### config.mk
export PLATFORM = sky130hd
export DESIGN_NAME = alu_seq
export DESIGN_NICKNAME = d
export VERILOG_FILES = /design/src/rtl/alu_pkg.sv /design/src/rtl/alu_mul_seq.sv /design/src/rtl/alu_seq.sv
export SDC_FILE = /design/constraint.sdc
export NUM_CORES = 1
export LEC_CHECK = 0
export ABC_CLOCK_PERIOD_IN_PS = 9700
export CAP_MARGIN = 20
export CORE_UTILIZATION = 50
export DETAILED_ROUTE_END_ITERATION = 10
export GPL_TIMING_DRIVEN = 0
export MAX_ROUTING_LAYER = met4
export PLACE_DENSITY = 0.72
export SYNTH_ARGS = -nofsm -noshare
export SYNTH_HDL_FRONTEND = slang
export SYNTH_SLANG_ARGS = --single-unit
### constraint.sdc
create_clock -name clk -period 9.7 [get_ports clk]
set_input_delay 0.97 -clock clk [delete_from_list [all_inputs] [get_ports clk]]
set_output_delay 0.97 -clock clk [all_outputs]
set_load 0.02 [all_outputs]
### src/rtl/alu_pkg.sv
// Shared encodings for the sequential ALU: FSM states and select bit positions.
package alu_pkg;

  localparam int STATE_W = 2;
  localparam int OP_W    = 7;
  localparam int IN_W    = 3;

  typedef enum logic [STATE_W-1:0] {
    S_OFF  = 2'b00,
    S_IDLE = 2'b01,
    S_BUSY = 2'b10,
    S_DONE = 2'b11
  } state_t;

  // out_sel one-hot bit positions
  localparam int OP_ADD = 6;
  localparam int OP_SUB = 5;
  localparam int OP_MUL = 4;
  localparam int OP_AND = 3;
  localparam int OP_OR  = 2;
  localparam int OP_XOR = 1;
  localparam int OP_NOT = 0;

  // in_sel bit positions (clear has highest priority)
  localparam int IN_PERSIST = 2;
  localparam int IN_LOAD    = 1;
  localparam int IN_CLEAR   = 0;

endpackage

### src/rtl/alu_mul_seq.sv
// Shift-add multiplier. The start edge already folds in bit 0 of b, so the
// remaining WIDTH-1 bits take WIDTH-1 more cycles and done is raised in the
// cycle after the last step; the caller registers product on that edge.
module alu_mul_seq #(
  parameter int WIDTH = 8
) (
  input  logic               clk,
  input  logic               rst,
  input  logic               abort,
  input  logic               start,
  input  logic [WIDTH-1:0]   a,
  input  logic [WIDTH-1:0]   b,
  output logic               done,
  output logic [2*WIDTH-1:0] product
);

  localparam int CW = (WIDTH > 2) ? $clog2(WIDTH) : 1;

  logic [2*WIDTH-1:0] acc;
  logic [2*WIDTH-1:0] mcand;
  logic [WIDTH-1:0]   mplier;
  logic [CW-1:0]      cnt;
  logic               running;

  // Operand capture on start, then one partial-product step per cycle.
  always_ff @(posedge clk) begin
    if (!rst || abort) begin
      acc     <= '0;
      mcand   <= '0;
      mplier  <= '0;
      cnt     <= '0;
      running <= 1'b0;
    end else if (start) begin
      acc     <= b[0] ? {{WIDTH{1'b0}}, a} : '0;
      mcand   <= {{WIDTH{1'b0}}, a} << 1;
      mplier  <= b >> 1;
      cnt     <= CW'(WIDTH - 1);
      running <= 1'b1;
    end else if (running) begin
      if (cnt == '0) begin
        running <= 1'b0;
      end else begin
        if (mplier[0]) acc <= acc + mcand;
        mcand  <= mcand << 1;
        mplier <= mplier >> 1;
        cnt    <= cnt - 1'b1;
      end
    end
  end

  assign done    = running && (cnt == '0);
  assign product = acc;

endmodule

### src/rtl/alu_seq.sv
// Sequential ALU: one-hot op select, single-cycle logic/add/sub, multi-cycle
// multiply, accumulate mode, status flags and a valid/busy handshake.
module alu_seq
  import alu_pkg::*;
#(
  parameter int WIDTH  = 8,
  parameter int MUL_EN = 1
) (
  input  logic               clk,
  input  logic               rst,
  input  logic               on,
  input  logic [IN_W-1:0]    in_sel,
  input  logic               a_sel,
  input  logic [WIDTH-1:0]   num1,
  input  logic [WIDTH-1:0]   num2,
  input  logic [OP_W-1:0]    out_sel,
  output logic [WIDTH-1:0]   out,
  output logic [WIDTH-1:0]   out_hi,
  output logic               carry,
  output logic               ovf,
  output logic               zero,
  output logic               err,
  output logic               valid,
  output logic               busy,
  output logic [STATE_W-1:0] curr_state,
  output logic [STATE_W-1:0] next_state
);

  state_t state, nstate;

  logic               cmd_phase, do_clr, do_ld, sel_ok, is_mul, start_mul;
  logic               mul_done;
  logic [2*WIDTH-1:0] product;
  logic [WIDTH-1:0]   op_a, res, diff;
  logic [WIDTH:0]     sum;
  logic               res_c, res_o;

  // Commands are only honoured when not computing; clear beats load.
  assign cmd_phase = (state == S_IDLE) || (state == S_DONE);
  assign do_clr    = cmd_phase && in_sel[IN_CLEAR];
  assign do_ld     = cmd_phase && !in_sel[IN_CLEAR] && in_sel[IN_LOAD];
  assign is_mul    = out_sel[OP_MUL];
  assign sel_ok    = $onehot(out_sel) && ((MUL_EN != 0) || !is_mul);
  assign start_mul = on && do_ld && sel_ok && is_mul;

  // Accumulate mode feeds the registered result back as operand A.
  assign op_a = a_sel ? out : num1;
  assign sum  = {1'b0, op_a} + {1'b0, num2};
  assign diff = op_a - num2;

  alu_mul_seq #(.WIDTH(WIDTH)) u_mul (
    .clk     (clk),
    .rst     (rst),
    .abort   (!on),
    .start   (start_mul),
    .a       (op_a),
    .b       (num2),
    .done    (mul_done),
    .product (product)
  );

  // Single-cycle result and its carry/overflow flags.
  always_comb begin
    res   = '0;
    res_c = 1'b0;
    res_o = 1'b0;
    if (out_sel[OP_ADD]) begin
      res   = sum[WIDTH-1:0];
      res_c = sum[WIDTH];
      res_o = (op_a[WIDTH-1] == num2[WIDTH-1]) && (sum[WIDTH-1] != op_a[WIDTH-1]);
    end else if (out_sel[OP_SUB]) begin
      res   = diff;
      res_c = op_a < num2;
      res_o = (op_a[WIDTH-1] != num2[WIDTH-1]) && (diff[WIDTH-1] != op_a[WIDTH-1]);
    end else if (out_sel[OP_AND]) begin
      res = op_a & num2;
    end else if (out_sel[OP_OR]) begin
      res = op_a | num2;
    end else if (out_sel[OP_XOR]) begin
      res = op_a ^ num2;
    end else if (out_sel[OP_NOT]) begin
      res = ~op_a;
    end
  end

  // State register.
  always_ff @(posedge clk) begin
    if (!rst) state <= S_OFF;
    else      state <= nstate;
  end

  // Next-state logic; on=0 wins from any state.
  always_comb begin
    nstate = state;
    if (!on) begin
      nstate = S_OFF;
    end else begin
      case (state)
        S_OFF:  nstate = S_IDLE;
        S_IDLE,
        S_DONE: begin
          if (in_sel[IN_CLEAR])     nstate = S_IDLE;
          else if (in_sel[IN_LOAD]) nstate = !sel_ok ? S_IDLE : (is_mul ? S_BUSY : S_DONE);
          else                      nstate = S_IDLE;
        end
        S_BUSY: if (mul_done) nstate = S_DONE;
        default: nstate = S_OFF;
      endcase
    end
  end

  // Result, flag and error registers.
  always_ff @(posedge clk) begin
    if (!rst) begin
      out    <= '0;
      out_hi <= '0;
      carry  <= 1'b0;
      ovf    <= 1'b0;
      zero   <= 1'b0;
      err    <= 1'b0;
    end else if (!on) begin
      out    <= '0;
      out_hi <= '0;
      carry  <= 1'b0;
      ovf    <= 1'b0;
      zero   <= 1'b0;
    end else if (do_clr) begin
      out    <= '0;
      out_hi <= '0;
      carry  <= 1'b0;
      ovf    <= 1'b0;
      zero   <= 1'b0;
      err    <= 1'b0;
    end else if (do_ld) begin
      if (!sel_ok) begin
        err <= 1'b1;
      end else if (is_mul) begin
        err <= 1'b0;
      end else begin
        out    <= res;
        out_hi <= '0;
        carry  <= res_c;
        ovf    <= res_o;
        zero   <= (res == '0);
        err    <= 1'b0;
      end
    end else if (state == S_BUSY && mul_done) begin
      out    <= product[WIDTH-1:0];
      out_hi <= product[2*WIDTH-1:WIDTH];
      carry  <= 1'b0;
      ovf    <= (product[2*WIDTH-1:WIDTH] != '0);
      zero   <= (product == '0);
    end
  end

  // Handshake and state visibility outputs.
  always_comb begin
    busy       = (state == S_BUSY);
    valid      = (state == S_DONE);
    curr_state = state;
    next_state = nstate;
  end

endmodule

# Yosys cells after proc, flatten, opt, wreduce, memory -nomap -nowiden

Index checks and enable logic that the tools add are counted.
Widths: inputs -> output; s select.

Flip-flop bits (word level): 64
Bits of input ports: 30
Output and inout bits: 26
Word-level logic and storage cells: 132

$add $sub $neg: 10
Order comparisons: 1
Eq/ne operators: 11
Muxes and demuxes: 58
Bitwise operators: 7
Reductions and logical operators: 32

Operators by type and width:

| kind              | number |
|---|---|
| $mux 8            | 16 |
| $mux 16           | 4 |
| $mux 9            | 3 |
| $mux 1            | 23 |
| $mux 7            | 3 |
| $add 16x16->16    | 1 |
| $logic_not 16->1  | 1 |
| $logic_and 1x1->1 | 10 |
| $mux 2            | 5 |
| $add 8x8->9       | 1 |
| $mux 3            | 3 |
| $and 8x8->8       | 1 |
| $logic_not 8->1   | 1 |
| $lt 8x8->1        | 1 |
| $not 8->8         | 1 |
| $or 8x8->8        | 1 |
| $reduce_bool 2->1 | 4 |
| $reduce_bool 8->1 | 1 |
| $sub 8x8->8       | 1 |
| $xor 8x8->8       | 1 |
| $add 1x1->2       | 3 |
| $pmux 2 s3        | 1 |
| $reduce_and 2->1  | 3 |
| $reduce_and 3->1  | 2 |
| other kinds (18)  | 28 |

# Depth between registers and ports, before layout

Gate-level depths: netlist of the first run.

Depth in word-level cells: 12
Depth in mapped cells: 14
Gate-level depth less buffers: 13

# By module

Synthesis of the first run repeated with hierarchy kept, for this count alone.

Cell total of the unflattened synthesis: 674
Area, all modules: 5077.4 µm²

Modules (own cells, without submodules):

| module      | instances | cells each | area each (µm²) | sequential area each (µm²) |
|---|---|---|---|---|
| alu_seq     | 1         | 341        | 2558.7          | 440.4 |
| alu_mul_seq | 1         | 333        | 2518.7          | 840.8 |

# Least setup slack after synthesis of the first run

OpenSTA, ideal clock, no wires.

Path kind: input to output
From: input port out_sel[1]
To: output port next_state[1]
Arrival time: 4.030 ns
Setup slack: 4.700 ns
Cell stages on the path: 11
Buffers on the path: 1
Cell sequence: clkbuf_1 > inv_1 > fa_1 > fa_1 > fa_1 > inv_1 > fa_1 > or3_1 > nor2_1 > nor2_1 > nor2b_1

Cells in the longest elaborated chain, start to end: 9

Ends and longest elaborated chain:

| what                              | line           | text |
|---|---|---|
| from (decl)                       | alu_seq.sv:16  | `input logic [OP_W-1:0] out_sel,` |
| $add 1x1->2 (implied by the code) | alu_seq.sv:43  | `assign sel_ok = $onehot(out_sel) && ((MUL_EN != 0) \|\| !is_mul);` |
| $add 2x2->3 (implied by the code) | alu_seq.sv:43  |  |
| $add 3x3->3 (implied by the code) | alu_seq.sv:43  |  |
| $eq 3x1->1                        | alu_seq.sv:43  |  |
| $mux 2 (2 in series)              | alu_seq.sv:103 | `else if (in_sel[IN_LOAD]) nstate = !sel_ok ? S_IDLE : (is_mul ? S_BUSY : S_DONE);` |
| $mux 2                            | alu_seq.sv:102 | `if (in_sel[IN_CLEAR]) nstate = S_IDLE;` |
| $pmux 2 s3                        | alu_seq.sv:98  | `case (state)` |
| $mux 2                            | alu_seq.sv:95  | `if (!on) begin` |
| to (decl)                         | alu_seq.sv:26  | `output logic [STATE_W-1:0] next_state` |

No other way between the ends.

# Final worst setup path of the first run

From: input port out_sel[6]
To: output port next_state[0]

Cells in the longest elaborated chain, start to end: 8

Ends and longest elaborated chain:

| what                              | line |
|---|---|
| $add 2x1->3 (implied by the code) | alu_seq.sv:43 |
| $add 3x3->3 (implied by the code) | alu_seq.sv:43 |
| $eq 3x1->1                        | alu_seq.sv:43 |
| $mux 2 (2 in series)              | alu_seq.sv:103 |
| $mux 2                            | alu_seq.sv:102 |
| $pmux 2 s3                        | alu_seq.sv:98 |
| $mux 2                            | alu_seq.sv:95 |

No other way between the ends.

==> results of run 1 <==
==> registers in the layout, summed over array words and instances (netlist names) <==
signal	cells
err	1
zero	1
out_hi	8
u_mul.mplier	7
u_mul.cnt	3
u_mul.mcand	15
ovf	1
u_mul.product	16
out	8
u_mul.running	1
curr_state	2
carry	1
==> cells by family after synthesis <==
family          count (synthesis)  share of synthesized area (%)
mux                            13                          3.059
fa+ha+maj                      47                          13.27
flops                          64                          26.55
buf+inv                        74                          6.093
compound gates                188                          26.78
xor+xnor                       20                          3.630
simple gates                  218                          20.61
==> power groups by stage <==
stage | Sequential (mW) | Clock (mW) | Combinational [mW]
2_1_floorplan | 0.270 | 0 | 0.0742
3_3_place_gp | 0.270 | 0 | 0.111
3_5_place_dp | 0.270 | 0 | 0.114
4_1_cts | 0.264 | 0.295 | 0.114
5_1_grt | 0.264 | 0.306 | 0.128
6_report | 0.264 | 0.292 | 0.116
==> synthesized netlist by cell type (4+ instances only) <==
master      n  share of area (%)
and3_1      5               0.65
dfxtp_1    64                 27
nand3_1    28                2.9
o21ai_0    22                2.3
o21ai_1    11                1.1
buf_2       7               0.73
ha_1       40                 10
a21o_1      9                1.4
nor4_1      4               0.52
or3_1       4               0.52
a21oi_1    66                6.8
clkbuf_1   25                1.9
xnor2_1    13                2.4
a221oi_1    4               0.73
a211oi_1    8                1.2
nand2_1   102                7.9
inv_1      39                3.0
nor2b_1     8                1.0
xor2_1      7                1.3
o221ai_1    4               0.73
a311oi_1   14                2.5
a31o_1      4               0.73
nor3_1      6               0.62
o211ai_1    9                1.4
fa_1        7                2.9
nor2_1     40                3.1
mux2i_1     8                1.7
o31ai_1     5               0.78
mux2_2      4               0.93
nand2b_1    8                1.0
==> routing by layer <==
metal  share of wire, %  GRT usage [%]  up-vias
met2                 47          49.95      204
li1                   -              -     2342
met3                6.1          4.596       40
met1                 45          40.43     2322
met4                2.6          11.48        0
met5                  0              -        -
==> cells in the final DEF, fill, tap and decap left out, types with 3 or more instances in the layout <==
master,instances
o31ai_1,5
and3_1,5
dfxtp_1,64
fa_1,7
xor2_1,7
o211ai_1,9
clkdlybuf4s50_1,51
nand2_1,102
a31o_1,4
o21ai_0,22
inv_1,39
a21o_1,9
nand2b_1,8
nor2_1,40
a21oi_1,66
a211oi_1,8
nand3_1,28
clkbuf_8,9
o21ai_1,11
o221ai_1,4
a311oi_1,14
clkbuf_1,25
nor2b_1,8
nor4_1,4
mux2i_1,8
xnor2_1,13
nor3_1,6
buf_2,7
ha_1,40
o21a_1,3
o2111ai_1,3
a221oi_1,4
and2_1,3
mux2_2,4
bufinv_16,3
a31oi_1,3
or3_1,4
==> worst reg2reg max path: cells and delay by family (launching register included) <==
| kind | cells | cell delay [ps] |
|---|---|---|
| AO/OA/AOI/OAI | 4 | 880 |
| AND/OR/NAND/NOR | 3 | 680 |
| adder cells (fa/ha/maj) | 1 | 540 |
| multiplexers | 1 | 410 |
| flip-flops | 1 | 360 |
| buffers and inverters | 1 | 230 |
==> path summary, 6_finish.rpt <==
check	from	endpoint	slack, ps
max	out_sel[6]	next_state[0]	3710
min	out_hi[6]	out_hi[6]	450
max reg2reg	out[1]	zero	6520
min reg2reg	out_hi[6]	out_hi[6]	450
==> cell type report <==
type	instances	share of cell area, %
sequential	64	22.29
clock buffer	9	2.155
buffer	34	2.503
clock inverter	7	2.220
multi-input combinational	486	56.54
tap	129	2.807
inverter	40	2.612
timing repair buffer	51	8.879
==> results.sh, run 1 <==
export IMPL_syn_cell_area_sq_mm=0.004826
export IMPL_rsz0062_at_grt="false"
export IMPL_hpwl_mm=11.33
export IMPL_fin_ws_ps=3712
export IMPL_ir_drop_uv=81.27
export IMPL_drt_drc_violations_left=0
export IMPL_sequentialPowerShare_pct=39.3
export IMPL_switchingPower_mw=0.1885
export IMPL_cts_post_setup_buffers_inserted=0
export IMPL_dr_pass1_iters=5
export IMPL_num_io_pins=56
export IMPL_cp_slowest_cell="clkdlybuf4s50_1"
export IMPL_cp_max_fo=10
export IMPL_internal_power_mw=0.4836
export IMPL_grt_use_total_pct=31.37
export IMPL_grt_max_degree=14
export IMPL_htreeDepth=3
export IMPL_skew_ps=11.11
export IMPL_max_freq_mhz=167.0
export IMPL_slew_viol_final=0
export IMPL_synth_nets=701
export IMPL_clockBufferDepth=2
export IMPL_grt_overflow=0
export IMPL_start_kind="primary input"
export IMPL_drtAntennaViolNets=0
export IMPL_start_util_pct=51.98
export IMPL_path_depth=12
export IMPL_grt_pass1_wl_mm=23.96
export IMPL_detail_route_vias_per_cell=5.985
export IMPL_period_needed_ps=5988
export IMPL_cpMostUsedCell="fa_1"
export IMPL_routedWlPerCell_um=17.86
export IMPL_slew_headroom_pct=45.21
export IMPL_finalNetCount=763
export IMPL_wirelength_mm=14.64
export IMPL_yosysWarnings=0
export IMPL_async_flop_share_pct=0
export IMPL_seq_area_frac_synth_pct=26.55
export IMPL_drtIter0Drc=309
export IMPL_tightest_slew_ps=818.0
export IMPL_path_delay_family="buffers and inverters"
export IMPL_cp_required_ps=8730
export IMPL_hold_buffers=0
export IMPL_grt_pass1_vias=4822
export IMPL_dieHeight_um=100.2
export IMPL_multiInputGateArea_sq_mm=0.003251
export IMPL_cellPowerDensity_mw_per_mm2=116.9
export IMPL_cts_num_sinks=64
export IMPL_synth_cells=624
export IMPL_num_antenna_cells=0
export IMPL_p_comb_share_pct=17.3
export IMPL_syn_to_final_growth_pct=19.13
export IMPL_p_clk_share_pct=43.5
export IMPL_arrival_ps=5020
export IMPL_nFillCells=850
export IMPL_rows=35
export IMPL_dpl_cell_count=804
export IMPL_leakagePower_nw=2.177
export IMPL_min_delay_path_depth=2
export IMPL_switching_share_pct=28.05
export IMPL_synth_cell_types=66
export IMPL_core_area_sq_mm=0.009284
export IMPL_final_cell_area_sq_mm=0.005749
export IMPL_routabilityCongestion=0.9716
export IMPL_ff_latch_area_sq_mm=0.001281
export IMPL_critPathMaxStageDelay_ps=550
export IMPL_crit_type="in -> out"
export IMPL_synth_ff_type="dfxtp_1"
export IMPL_setup_viol=0
export IMPL_run_status="finished, final reports clean"
export IMPL_instances_no_fill=820
export IMPL_fin_setup_tns_ps=0
export IMPL_cp_end_kind="output port"
export IMPL_synth_edff_count=0
export IMPL_grt_antenna_before_repair=0
export IMPL_hold_viol=0
export IMPL_power_mw=0.6721
export IMPL_cp_num_buf_inv=5
export IMPL_reg2regPathDepth=10
export IMPL_avgSynthCellArea_sq_um=7.734
export IMPL_fin_util_pct=61.93
export IMPL_cts_root_buf="clkbuf_8"
export IMPL_cts_tree="yes"
export IMPL_cts_resized=0
export IMPL_path_clk_slew_ps=80
export IMPL_die_w_um=100.2
export IMPL_hold_class="reg -> reg"
export IMPL_dpl_cell_area_sq_mm=0.005498
export IMPL_hold_worst_slack_ps=454.7
export IMPL_cts_buffers=9
export IMPL_place_ws_ps=3776
export IMPL_io_buffer_count=51
export IMPL_die_area_sq_mm=0.01005
export IMPL_drv_cap=0
export IMPL_postSynthRegisterBits=64
export IMPL_min_period_over_period_pct=61.73
export IMPL_drive_above_1_share_pct=6.512
export IMPL_path_cells="clkdlybuf4s50_1 -> clkbuf_1 -> inv_1 -> fa_1 -> fa_1 -> inv_1 -> fa_1 -> or3_1 -> nor2_1 -> nand2_1 -> and3_1 -> clkdlybuf4s50_1"
export IMPL_clock_latency_ps=350
export IMPL_vias=4908
Note: power is estimated with default switching activity, not from simulation.
==> run 2: changes to the inputs <==
--- a/config.mk
+++ b/config.mk
@@ -5,7 +5,7 @@
 export SDC_FILE = /design/constraint.sdc
 export NUM_CORES = 1
 export LEC_CHECK = 0
-export ABC_CLOCK_PERIOD_IN_PS = 9700
+export ABC_CLOCK_PERIOD_IN_PS = 6300
 export CAP_MARGIN = 20
 export CORE_UTILIZATION = 50
 export DETAILED_ROUTE_END_ITERATION = 10
==> constraint.sdc (replaced) <==
create_clock -name clk -period 6.3 [get_ports clk]
set_input_delay 0.63 -clock clk [delete_from_list [all_inputs] [get_ports clk]]
set_output_delay 0.63 -clock clk [all_outputs]
set_load 0.02 [all_outputs]
==> results of run 2 <==
The final DEF is identical to that of run 1. Status: finished, final reports clean.
Main changes from that run: setup slack after placement 3776 ps -> 1056 ps; setup slack after layout 3712 ps -> 992.1 ps; register-to-register setup slack 6520 ps -> 3120 ps; total power 0.6721 mW -> 1.035 mW; worst IR drop on VDD 81.27 uV -> 125.1 uV
==> run 3: changes to the inputs <==
--- a/config.mk
+++ b/config.mk
@@ -5,7 +5,7 @@
 export SDC_FILE = /design/constraint.sdc
 export NUM_CORES = 1
 export LEC_CHECK = 0
-export ABC_CLOCK_PERIOD_IN_PS = 6300
+export ABC_CLOCK_PERIOD_IN_PS = 5300
 export CAP_MARGIN = 20
 export CORE_UTILIZATION = 50
 export DETAILED_ROUTE_END_ITERATION = 10
==> constraint.sdc (replaced) <==
create_clock -name clk -period 5.3 [get_ports clk]
set_input_delay 0.53 -clock clk [delete_from_list [all_inputs] [get_ports clk]]
set_output_delay 0.53 -clock clk [all_outputs]
set_load 0.02 [all_outputs]
==> results.sh, run 3 (same netlist as run 1, synthesis figures left out) <==
export IMPL_core_area_sq_mm=0.009284
export IMPL_cp_required_ps=4770
export IMPL_drv_cap=0
export IMPL_ir_drop_uv=149.1
export IMPL_num_io_pins=56
export IMPL_drtAntennaViolNets=0
export IMPL_grt_pass1_wl_mm=23.96
export IMPL_hold_class="reg -> reg"
export IMPL_hold_buffers=0
export IMPL_fin_util_pct=61.94
export IMPL_hpwl_mm=11.33
export IMPL_grt_pass1_vias=4822
export IMPL_r2r_end="zero"
export IMPL_run_status="finished, final reports clean"
export IMPL_switchingPower_mw=0.3472
export IMPL_p_clk_share_pct=43.6
export IMPL_internal_power_mw=0.8852
export IMPL_slew_headroom_pct=44.05
export IMPL_layout_commonest_cell="nand2_1"
export IMPL_period_needed_ps=4990
export IMPL_power_mw=1.232
export IMPL_routedWlPerCell_um=18.00
export IMPL_cts_num_sinks=64
export IMPL_drive_above_1_share_pct=6.657
export IMPL_p_comb_share_pct=17.3
export IMPL_cts_root_buf="clkbuf_8"
export IMPL_grt_use_total_pct=31.37
export IMPL_cts_tree="yes"
export IMPL_leakagePower_nw=2.180
export IMPL_largest_register_ffs=16
export IMPL_path_cells="clkdlybuf4s50_1 -> inv_1 -> fa_1 -> fa_1 -> fa_1 -> inv_1 -> fa_1 -> or3_1 -> nor2_1 -> nand2_1 -> and3_1 -> clkdlybuf4s50_1"
export IMPL_drtIter0Drc=277
export IMPL_nFillCells=851
export IMPL_hold_path_startpoint="out_hi[6]"
export IMPL_rows=35
export IMPL_io_buffer_count=51
export IMPL_tightest_slew_ps=835.4
export IMPL_cpMostUsedCell="fa_1"
export IMPL_cp_end_kind="output port"
export IMPL_layout_common_cells="102 x nand2_1, 66 x a21oi_1, 64 x dfxtp_1, 51 x clkdlybuf4s50_1"
export IMPL_grt_max_degree=14
export IMPL_routabilityCongestion=0.9716
export IMPL_die_w_um=100.2
export IMPL_r2r_slack_ps=2110
export IMPL_finalNetCount=763
export IMPL_rsz0062_at_grt="false"
export IMPL_crit_type="in -> out"
export IMPL_cp_slowest_cell="fa_1"
export IMPL_critPathMaxStageDelay_ps=560
export IMPL_die_area_sq_mm=0.01005
export IMPL_arrival_ps=4460
export IMPL_fin_setup_tns_ps=0
export IMPL_syn_to_final_growth_pct=19.16
export IMPL_cellPowerDensity_mw_per_mm2=214.3
export IMPL_timing_rr_start="out[1]"
export IMPL_sequentialPowerShare_pct=39.2
export IMPL_start_util_pct=51.98
export IMPL_grt_overflow=0
export IMPL_htreeDepth=3
export IMPL_wirelength_mm=14.76
export IMPL_fin_ws_ps=309.9
export IMPL_instances_no_fill=820
export IMPL_clockBufferDepth=2
export IMPL_drt_drc_violations_left=0
export IMPL_vias=4876
export IMPL_detail_route_vias_per_cell=5.946
export IMPL_setup_viol=0
export IMPL_reg2regPathDepth=10
export IMPL_dieHeight_um=100.2
export IMPL_dpl_cell_count=804
export IMPL_hold_viol=0
export IMPL_grt_antenna_before_repair=0
export IMPL_place_ws_ps=256.4
export IMPL_num_antenna_cells=0
export IMPL_cp_max_fo=4
export IMPL_slew_viol_final=0
export IMPL_min_period_over_period_pct=94.15
export IMPL_min_delay_path_depth=2
export IMPL_clock_latency_ps=350
export IMPL_path_clk_slew_ps=80
export IMPL_max_freq_mhz=200.4
export IMPL_dr_pass1_iters=5
export IMPL_switching_share_pct=28.18
export IMPL_skew_ps=12.59
export IMPL_min_to="out_hi[6]"
export IMPL_cts_buffers=9
export IMPL_start_kind="primary input"
## run 3: cell counts in the layout (fill, tap and decap cells not counted)
Identical to the previous run, type by type.
## run 3: how the worst max path moves through the flow
stage,start,end,slack (ps),cells after the start
finish,out_sel[0],next_state[0],310,12
global route,out_sel[0],next_state[0],110,12
detailed placement,out_sel[6],next_state[0],260,12
global placement,out_sel[6],next_state[0],260,12
floorplan,out_sel[1],next_state[1],1180,11
CTS,out_sel[6],next_state[0],240,12
## run 3: worst max-delay path, delay by kind of cell
family                     cells  cell delay (ps)
adders and majority gates      4             1760
and+or+nand+nor                4              950
buffers and inverters          4             1230
## run 3: through the flow
stage | hold slack, ps | instance area [sq um]
final | 453.8 | 5751
after global routing | 482.4 | 5751
after CTS | 455.1 | 5749
after detailed placement | 448.1 | 5498
after global placement | 441.7 | 5498
after floorplan | 448.1 | 4826
## run 3: power groups by stage
stage	Combinational (mW)	Clock (mW)	Sequential (mW)
2_1_floorplan	0.136	0	0.495
3_3_place_gp	0.204	0	0.494
3_5_place_dp	0.208	0	0.494
4_1_cts	0.209	0.539	0.483
5_1_grt	0.234	0.559	0.483
6_report	0.213	0.537	0.483
## run 3: routing by layer
metal	vias to the layer above	track usage, %	share of wire (%)
met3	39	4.596	6.9
met1	2283	40.43	44
met4	0	11.48	2.7
met5	-	-	0
met2	206	49.95	46
li1	2348	-	-
## run 3: final cells by class
class | count | area [sq um] | share of cell area, %
clock inverter | 7 | 127.6 | 2.219
timing repair buffer | 51 | 510.5 | 8.877
sequential | 64 | 1281 | 22.28
clock buffer | 9 | 123.9 | 2.154
buffer | 34 | 145.1 | 2.524
multi-input combinational | 486 | 3251 | 56.53
tap | 129 | 161.4 | 2.807
inverter | 40 | 150.1 | 2.611
## run 3: timing repair
item,4_1_cts,5_1_grt
gates resized for setup,0,2
endpoints found under the setup margin,0,2
setup buffers,0,0
